`src/rtl/input_conditioner_pkg.sv`:
```
// Shared defaults for the boundary input conditioner.
// Debounce counter width and stable-cycle wait.
package input_conditioner_pkg;

  localparam int COND_CNT_W = 3;
  localparam int COND_WAIT  = 3;

endpackage

```
`src/rtl/sync_2ff.sv`:
```
// Two-flop synchroniser with synchronous active-high reset.
// Brings one asynchronous bit into the clk domain.
module sync_2ff
  import input_conditioner_pkg::*;
(
  input  logic clk,
  input  logic reset,
  input  logic d_i,
  output logic q_o
);

  logic s0_q;
  logic s1_q;

  always_ff @(posedge clk) begin
    if (reset) begin
      s0_q <= 1'b0;
      s1_q <= 1'b0;
    end else begin
      s0_q <= d_i;
      s1_q <= s0_q;
    end
  end

  assign q_o = s1_q;

endmodule

```
`src/rtl/input_conditioner.sv`:
```
// Synchronise, debounce and edge-detect one noisy input.
// All outputs are driven directly from flops.
module input_conditioner
  import input_conditioner_pkg::*;
#(
  parameter int counterwidth = COND_CNT_W,
  parameter int waittime     = COND_WAIT
)
(
  input  logic clk,
  input  logic reset,
  input  logic noisysignal,
  output logic conditioned,
  output logic positiveedge,
  output logic negativeedge
);

  localparam logic [counterwidth-1:0] WAIT_C =
    counterwidth'(waittime);

  logic                    sync1;
  logic [counterwidth-1:0] cnt_q;
  logic [counterwidth-1:0] cnt_d;
  logic                    cond_q;
  logic                    cond_d;
  logic                    pos_q;
  logic                    pos_d;
  logic                    neg_q;
  logic                    neg_d;

  sync_2ff u_sync (
    .clk   (clk),
    .reset (reset),
    .d_i   (noisysignal),
    .q_o   (sync1)
  );

  // Any agreeing cycle restarts the wait, so bounces never accumulate.
  always_comb begin
    cnt_d  = '0;
    cond_d = cond_q;
    pos_d  = 1'b0;
    neg_d  = 1'b0;
    if (sync1 != cond_q) begin
      if (cnt_q == WAIT_C) begin
        cond_d = sync1;
        pos_d  = sync1;
        neg_d  = ~sync1;
      end else begin
        cnt_d = cnt_q + 1'b1;
      end
    end
  end

  always_ff @(posedge clk) begin
    if (reset) begin
      cnt_q  <= '0;
      cond_q <= 1'b0;
      pos_q  <= 1'b0;
      neg_q  <= 1'b0;
    end else begin
      cnt_q  <= cnt_d;
      cond_q <= cond_d;
      pos_q  <= pos_d;
      neg_q  <= neg_d;
    end
  end

  assign conditioned  = cond_q;
  assign positiveedge = pos_q;
  assign negativeedge = neg_q;

endmodule

```
`config.mk`:
```
export PLATFORM = sky130hd
export DESIGN_NAME = input_conditioner
export DESIGN_NICKNAME = d
export VERILOG_FILES = /design/src/rtl/input_conditioner_pkg.sv /design/src/rtl/sync_2ff.sv /design/src/rtl/input_conditioner.sv
export SDC_FILE = /design/constraint.sdc
export NUM_CORES = 1
export LEC_CHECK = 0
export CAP_MARGIN = 20
export CORE_AREA = 2 2 39 41
export CTS_CLUSTER_DIAMETER = 150
export DETAILED_ROUTE_END_ITERATION = 8
export DIE_AREA = 0 0 41 43
export PLACE_DENSITY = 0.43
export RECOVER_POWER = 50
export SYNTH_ARGS = -nofsm -noshare
export SYNTH_HDL_FRONTEND = slang
export SYNTH_SLANG_ARGS = --single-unit
```
`constraint.sdc`:
```
create_clock -name clk -period 1.32 [get_ports clk]
set_input_delay 0.264 -clock clk [delete_from_list [all_inputs] [get_ports clk]]
set_output_delay 0.264 -clock clk [all_outputs]
set_load 0.02 [all_outputs]
```
Yosys cells after proc, flatten, opt, wreduce, memory -nomap -nowiden:

Cells that the tools add are included.

* shift-type cells: 0
* multipliers: 0
* $lt $le $gt $ge: 0
* bitwise logic cells: 3
* multiplexer cells: 0
* equal/unequal tests: 2
* add/subtract/negate cells: 1
* reduce and logical (&&, ||, !) cells: 3
* div/mod/pow operators: 0

Operators with widths (number)
* OR reduction 3 bit: 2
* adder 3 x 1 -> 3 bit (second input constant): 1
* == test 3 x 2 -> 1 bit (second input constant): 1
* inverter 1 bit: 3
* AND reduction 2 bit: 1
* inequality test 1 bit: 1

* input port bits: 3
* output and inout bits: 3
* ROM bits: 0
* latch bits: 0
* memory bits (writable): 0
* logic and storage cells: 15
* bits in registers: 8
* memories kept: 0

Depth between registers and ports, before layout:

Gate-level depths: netlist of the first run.

* depth after elaboration: 3
* depth in mapped cells: 4

Modules after synthesis:

Synthesis of the first run repeated with hierarchy kept, for this count alone.

* cells, all modules: 21
* area total of the unflattened synthesis: 276.5 µm²

By module, submodules not included
* input_conditioner: cells each 17, times used 1, sequential area each 120.1 µm², area each 224.0 µm²
* sync_2ff: cells each 4, times used 1, sequential area each 40.0 µm², area each 52.6 µm²

Worst setup path after synthesis of the first run:

No wires, ideal clock.

* path kind: register -> register
* start point: reg cnt_q[0]
* end point: reg neg_q, in the netlist negativeedge
* cell stages (with the launch flop): 4
* setup time: 118 ps
* slack: 264 ps
* arrival time: 938 ps
* period minus slack after synthesis: 1056 ps
* cell sequence: dfxtp_1 ha_1 ha_1 and4bb_2

* longest elaborated chain between the ends: 3

Ends and longest elaborated chain
* start, declared: line input_conditioner.sv:22 `logic [counterwidth-1:0] cnt_q;`
* start signal, assigned: line input_conditioner.sv:62 `cnt_q <= cnt_d;`
* == test 3 x 2 -> 1 bit: line input_conditioner.sv:45 `if (cnt_q == WAIT_C) begin`
* inverter 1 bit (no source line)
* OR reduction 3 bit (no source line)
* end signal, assigned: line input_conditioner.sv:65 `neg_q <= neg_d;`
* end, declared: line input_conditioner.sv:28 `logic neg_q;`

Every way passes these cells.
A chain may end at the register's enable or synchronous reset.

Final worst setup path of the first run:

* start point: reg cond_q, in the netlist conditioned
* end point: out conditioned

RTL lines
* start, declared: line input_conditioner.sv:24 `logic cond_q;`
* start signal, assigned: line input_conditioner.sv:63 `cond_q <= cond_d;`
* end, declared: line input_conditioner.sv:13 `output logic conditioned,`

No word-level cell between the ends.

==> flow_summary.json, run 1 <==
{
  "r2r_slack_ps": 170,
  "path_delay_family": "buffers and inverters",
  "synth_common_cells": "dfxtp_1 (8), and4bb_2 (2), ha_1 (2), nor2b_1 (2), nor4_1 (2)",
  "finalHoldViolCount": 0,
  "min_period_over_period_pct": 87.9,
  "dieArea_sq_mm": 0.00176,
  "hp-start": "cnt_q[0]$_SDFF_PP0_",
  "finalSetupTns_ps": 0,
  "yosysMostFrequentCell": "dfxtp_1",
  "crit_start": "conditioned$_SDFFE_PP0P_",
  "yosysSeqAreaShare_pct": 57.9,
  "fillers": 159,
  "synth.avg_cell_area_sq_um": 13.2,
  "end_kind": "output pin",
  "maxCapViolCount": 0,
  "vias_per_cell": 4.09,
  "insertion_delay_ps": 250,
  "ys_top_cells_by_area": "dfxtp_1 (58%), and4bb_2 (9.0%), ha_1 (9.0%)",
  "root_buffer": "clkbuf_4",
  "ctsHoldBuffers": 0,
  "reg2reg_from": "cnt_q[0]$_SDFF_PP0_",
  "post_cts_buffers": 0,
  "ant_nets": 0,
  "crit_path_max_fanout": 2,
  "p_per_area_mw_per_mm2": 1220,
  "synth_area_sq_um": 277,
  "cts_tree": "built",
  "synth_top_area_share_pct": 57.9,
  "ir_drop_mv": 0.357,
  "max_slew_margin_pct": 82.5,
  "die_h_um": 43,
  "final-seq-area_sq_um": 160,
  "place_ws_ps": 37.8,
  "grt_usage_pct": 8.05,
  "period_needed_ps": 1160,
  "yosysWarnings": 0,
  "ff2ff_path_depth": 3,
  "cp-start-kind": "register",
  "final_nets": 37,
  "grt_antenna_before_repair": 0,
  "crit_buf_inv": 1,
  "ys_seq_elements": 8,
  "routed_wl_um": 423,
  "path_class": "reg -> out",
  "multiInputGateArea_sq_um": 106,
  "gp_congestion": 0.579,
  "numPortBuffers": 5,
  "fmax_ghz": 0.862,
  "cpPeakStageDelay_ps": 330,
  "drive_gt1_share_pct": 20.0,
  "fp-row-count": 14,
  "crit_arrival_ps": 900,
  "clockBufferDepth": 2,
  "ys.flop_type": "dfxtp_1",
  "synth_cell_types": 10,
  "finalSetupViolCount": 0,
  "routedWlPerCell_um": 9.20,
  "cp_cell_sequence": "dlygate4sd2_1",
  "status": "finished, final reports clean",
  "first_iter_violations": 0,
  "clock_sinks": 8,
  "grt_pass1_vias": 198,
  "hold_path_end": "cnt_q[0]$_SDFF_PP0_",
  "die_w_um": 41,
  "cts_max_level": 1,
  "cts_resized": 3,
  "first_pass_iters": 1,
  "cts_made_buffers": 3,
  "pin_count": 6,
  "finalWorstSetupSlack_ps": 160,
  "grt_pass1_wl_um": 779,
  "start_util_pct": 20.0,
  "r2r_end": "cnt_q[1]$_SDFF_PP0_",
  "tightest_slew_ps": 261,
  "critical_path_required_ps": 1060,
  "p_leak_nw": 0.152,
  "async_flop_share_pct": 0,
  "syn_inst": 21,
  "grt_max_degree": 9,
  "grt-ovfl-total": 0,
  "vias": 188,
  "finalClockSkew_ps": 0.331,
  "synth-edff-count": 0,
  "hold_path_depth": 1,
  "coreArea_sq_mm": 0.00138,
  "yosys.area.top_type": "dfxtp_1",
  "remaining_drc_errors": 0,
  "n_antenna_cell": 0,
  "syn_to_final_growth_pct": 32.6,
  "syn-num-nets": 26,
  "slowest_stage": "dlygate4sd2_1",
  "hold_path_class": "reg -> reg",
  "rsz0062_at_grt": "false",
  "slew_violations": 0,
  "path_clk_slew_ps": 50
}
flip-flops by register name, indices dropped and copies added, names as in the netlist:
signal / count
u_sync.s0_q: 1
conditioned: 1
negativeedge: 1
positiveedge: 1
u_sync.q_o: 1
cnt_q: 3
final cells by class:
type,count,area share [%]
clock buffers,3,6.14
flip-flops and latches,8,43.7
well taps,16,5.46
inverters,1,1.02
multi-input cells,12,29.0
repair buffers,6,14.7
per-layer routing:
metal	wire, um	GRT usage, %	up-vias	part of all wire (%)
li1	-	-	93	-
met1	181	6.80	85	43
met2	196	9.06	6	46
met3	21	4.71	4	5.0
met4	23	14.0	0	5.4
met5	0	0	-	0
cell usage in the layout, fill, tap and decap left out, drive strengths merged:
cell type / n
dlygate4sd2: 3
mux2i: 1
nor2: 1
and4bb: 2
inv: 1
clkdlybuf4s50: 1
nor4: 2
dlygate4sd3: 1
nor4b: 1
xnor2: 1
buf: 1
dfxtp: 8
clkbuf: 3
ha: 2
nor2b: 2
how the worst max path moves through the flow:
stage,cells past startpoint,to,slack (ps)
after global routing,3,cnt_q[2]$_SDFF_PP0_,90
final,1,conditioned,160
after detailed placement,2,positiveedge$_SDFF_PP0_,40
after floorplan,3,negativeedge$_SDFF_PP0_,260
after global placement,2,positiveedge$_SDFF_PP0_,50
after CTS,3,cnt_q[0]$_SDFF_PP0_,130
cell families after synthesis:
family	synth area share, %
XOR/XNOR	3.17
buffers and inverters	1.36
adder cells (fa/ha/maj)	9.05
AND/OR/NAND/NOR	24.9
multiplexers	3.62
flip-flops	57.9
worst register-to-register path: stages (launching register included):
cell and delay (ps):
dfxtp_1 310, ha_1 190, ha_1 250, nor4b_1 290
stage by stage:
| step | hold slack (ps) | utilization (%) | instance area [sq um] | power (mW) | cells |
|---|---|---|---|---|---|
| after floorplan | 336 | - | 277 | 0.258 | 21 |
| after global placement | 423 | 25.6 | 354 | 0.267 | 43 |
| after detailed placement | 437 | 25.6 | 354 | 0.268 | 43 |
| after CTS | 447 | 26.9 | 373 | 0.461 | 46 |
| after global routing | 456 | 26.5 | 367 | 0.478 | 46 |
| final | 443 | 26.5 | 367 | 0.446 | 46 |
where the power goes:
part           internal, mW  switching (mW)
Clock                 0.104          0.0807
Combinational       0.00846         0.00522
Sequential            0.246         0.00210
Total                 0.358          0.0880
Power figures use the tool's default switching activity.
==> inputs of run 2 (changes only) <==
clock period = 1.4 ns   (was 1.32 ns; I/O delays follow)
==> flow_summary.json, run 2 (synthesized netlist as in run 1, its figures left out) <==
{
  "status": "finished, final reports clean",
  "grt_usage_pct": 6.95,
  "routed_wl_um": 409,
  "syn_to_final_growth_pct": 33.5,
  "crit_buf_inv": 1,
  "cpPeakStageDelay_ps": 380,
  "die_w_um": 41,
  "largest-register": "cnt_q",
  "ant_nets": 0,
  "rsz0062_at_grt": "false",
  "finalSetupViolCount": 0,
  "cts_max_level": 1,
  "fmax_ghz": 0.794,
  "p_per_area_mw_per_mm2": 1130,
  "path_clk_slew_ps": 50,
  "clockBufferDepth": 2,
  "n_antenna_cell": 0,
  "die_h_um": 43,
  "hold_path_depth": 1,
  "coreArea_sq_mm": 0.00138,
  "layout_common_cells": "dfxtp_1 (8), clkbuf_4 (3), dlygate4sd2_1 (3)",
  "crit_arrival_ps": 980,
  "gp_congestion": 0.658,
  "dp_hpwl_um": 291,
  "switching_share_pct": 19.2,
  "path_class": "reg -> out",
  "fp-row-count": 14,
  "first_pass_iters": 1,
  "root_buffer": "clkbuf_4",
  "dp.cells": 43,
  "path_delay_family": "flip-flops",
  "numPortBuffers": 5,
  "crit_path_max_fanout": 5,
  "maxCapViolCount": 0,
  "cts_made_buffers": 3,
  "cts_tree": "built",
  "clkPwrFrac_pct": 40.7,
  "vias_per_cell": 3.87,
  "slowest_stage": "dfxtp_1",
  "final_nets": 37,
  "post_cts_buffers": 0,
  "drive_gt1_share_pct": 20.0,
  "p_seq_share_pct": 55.8,
  "dieArea_sq_mm": 0.00176,
  "r2r_slack_ps": 200,
  "vias": 178,
  "cp_cell_sequence": "dlygate4sd2_1",
  "p_int_mw": 0.338,
  "critical_path_required_ps": 1120,
  "end_kind": "output pin",
  "combPwrFrac_pct": 3.5,
  "max_slew_margin_pct": 78.4,
  "cp_num_cells": 1,
  "grt-ovfl-total": 0,
  "finalHoldViolCount": 0,
  "hold_path_class": "reg -> reg",
  "finalClockSkew_ps": 1.63,
  "grt_antenna_before_repair": 0,
  "p_switching_mw": 0.0804,
  "clock_sinks": 8,
  "place_ws_ps": 127,
  "layout.cells.non_filler": 46,
  "remaining_drc_errors": 0,
  "ff2ff_path_depth": 3,
  "slew_violations": 0,
  "grt_pass1_wl_um": 703,
  "fillers": 149,
  "first_iter_violations": 0,
  "finalSetupTns_ps": 0,
  "largest_reg_flops": 3,
  "pin_count": 6,
  "period_needed_ps": 1260,
  "tightest_slew_ps": 322,
  "grt_max_degree": 7,
  "routedWlPerCell_um": 8.89,
  "insertion_delay_ps": 250,
  "p_leak_nw": 0.148,
  "cp-start-kind": "register",
  "finalWorstSetupSlack_ps": 140,
  "grt_pass1_vias": 169,
  "ir_drop_mv": 0.475,
  "min_period_over_period_pct": 90.0,
  "layout_commonest_cell": "dfxtp_1",
  "start_util_pct": 20.0
}
run 2: changes by cell type in the layout (fill, tap and decap cells not counted):
cell,previous run,this run
clkbuf_1,0,1
nor4b_1,1,0
buf_4,1,0
nor4b_2,0,1
run 2: metrics by stage:
step / cell area, sq um / total power, mW / hold WS (ps) / util (%)
floorplan: 277 / 0.243 / 352 / -
global placement: 354 / 0.254 / 419 / 25.6
detailed placement: 354 / 0.254 / 434 / 25.6
CTS: 373 / 0.431 / 453 / 26.9
global route: 369 / 0.439 / 470 / 26.7
finish: 369 / 0.418 / 446 / 26.7
run 2: final timing paths:
path	from	end
hold / removal	u_sync.s0_q$_SDFF_PP0_	u_sync.q_o$_SDFF_PP0_
setup reg to reg	cnt_q[0]$_SDFF_PP0_	cnt_q[0]$_SDFF_PP0_
setup / recovery	conditioned$_SDFFE_PP0P_	conditioned
hold reg to reg	u_sync.s0_q$_SDFF_PP0_	u_sync.q_o$_SDFF_PP0_
run 2: cell type report:
type,instances,area (sq um),area share [%]
flip-flops and latches,8,160,43.4
clock buffers,3,22.5,6.10
inverters,1,3.75,1.02
well taps,16,20.0,5.42
repair buffers,6,50.0,13.6
multi-input cells,12,113,30.5
run 2: per-layer routing:
metal	GRT usage [%]	up-vias	routed length (um)
met5	0	-	0
met4	10.0	0	8
met3	4.71	2	23
met2	7.81	4	188
met1	6.49	78	188
li1	-	94	-
run 2: power groups by stage:
| stage | Sequential [mW] | Combinational [mW] | Clock [mW] |
|---|---|---|---|
| after floorplan | 0.238 | 0.00534 | 0 |
| after global placement | 0.238 | 0.0163 | 0 |
| after detailed placement | 0.238 | 0.0163 | 0 |
| after CTS | 0.234 | 0.0168 | 0.181 |
| after global routing | 0.234 | 0.0164 | 0.189 |
| final | 0.234 | 0.0145 | 0.170 |
run 2: timing repair:
item	in CTS	in global routing
resized for setup	3	0
hold buffers	0	0
setup endpoints to repair	3	0
endpoints found under the hold margin	0	0
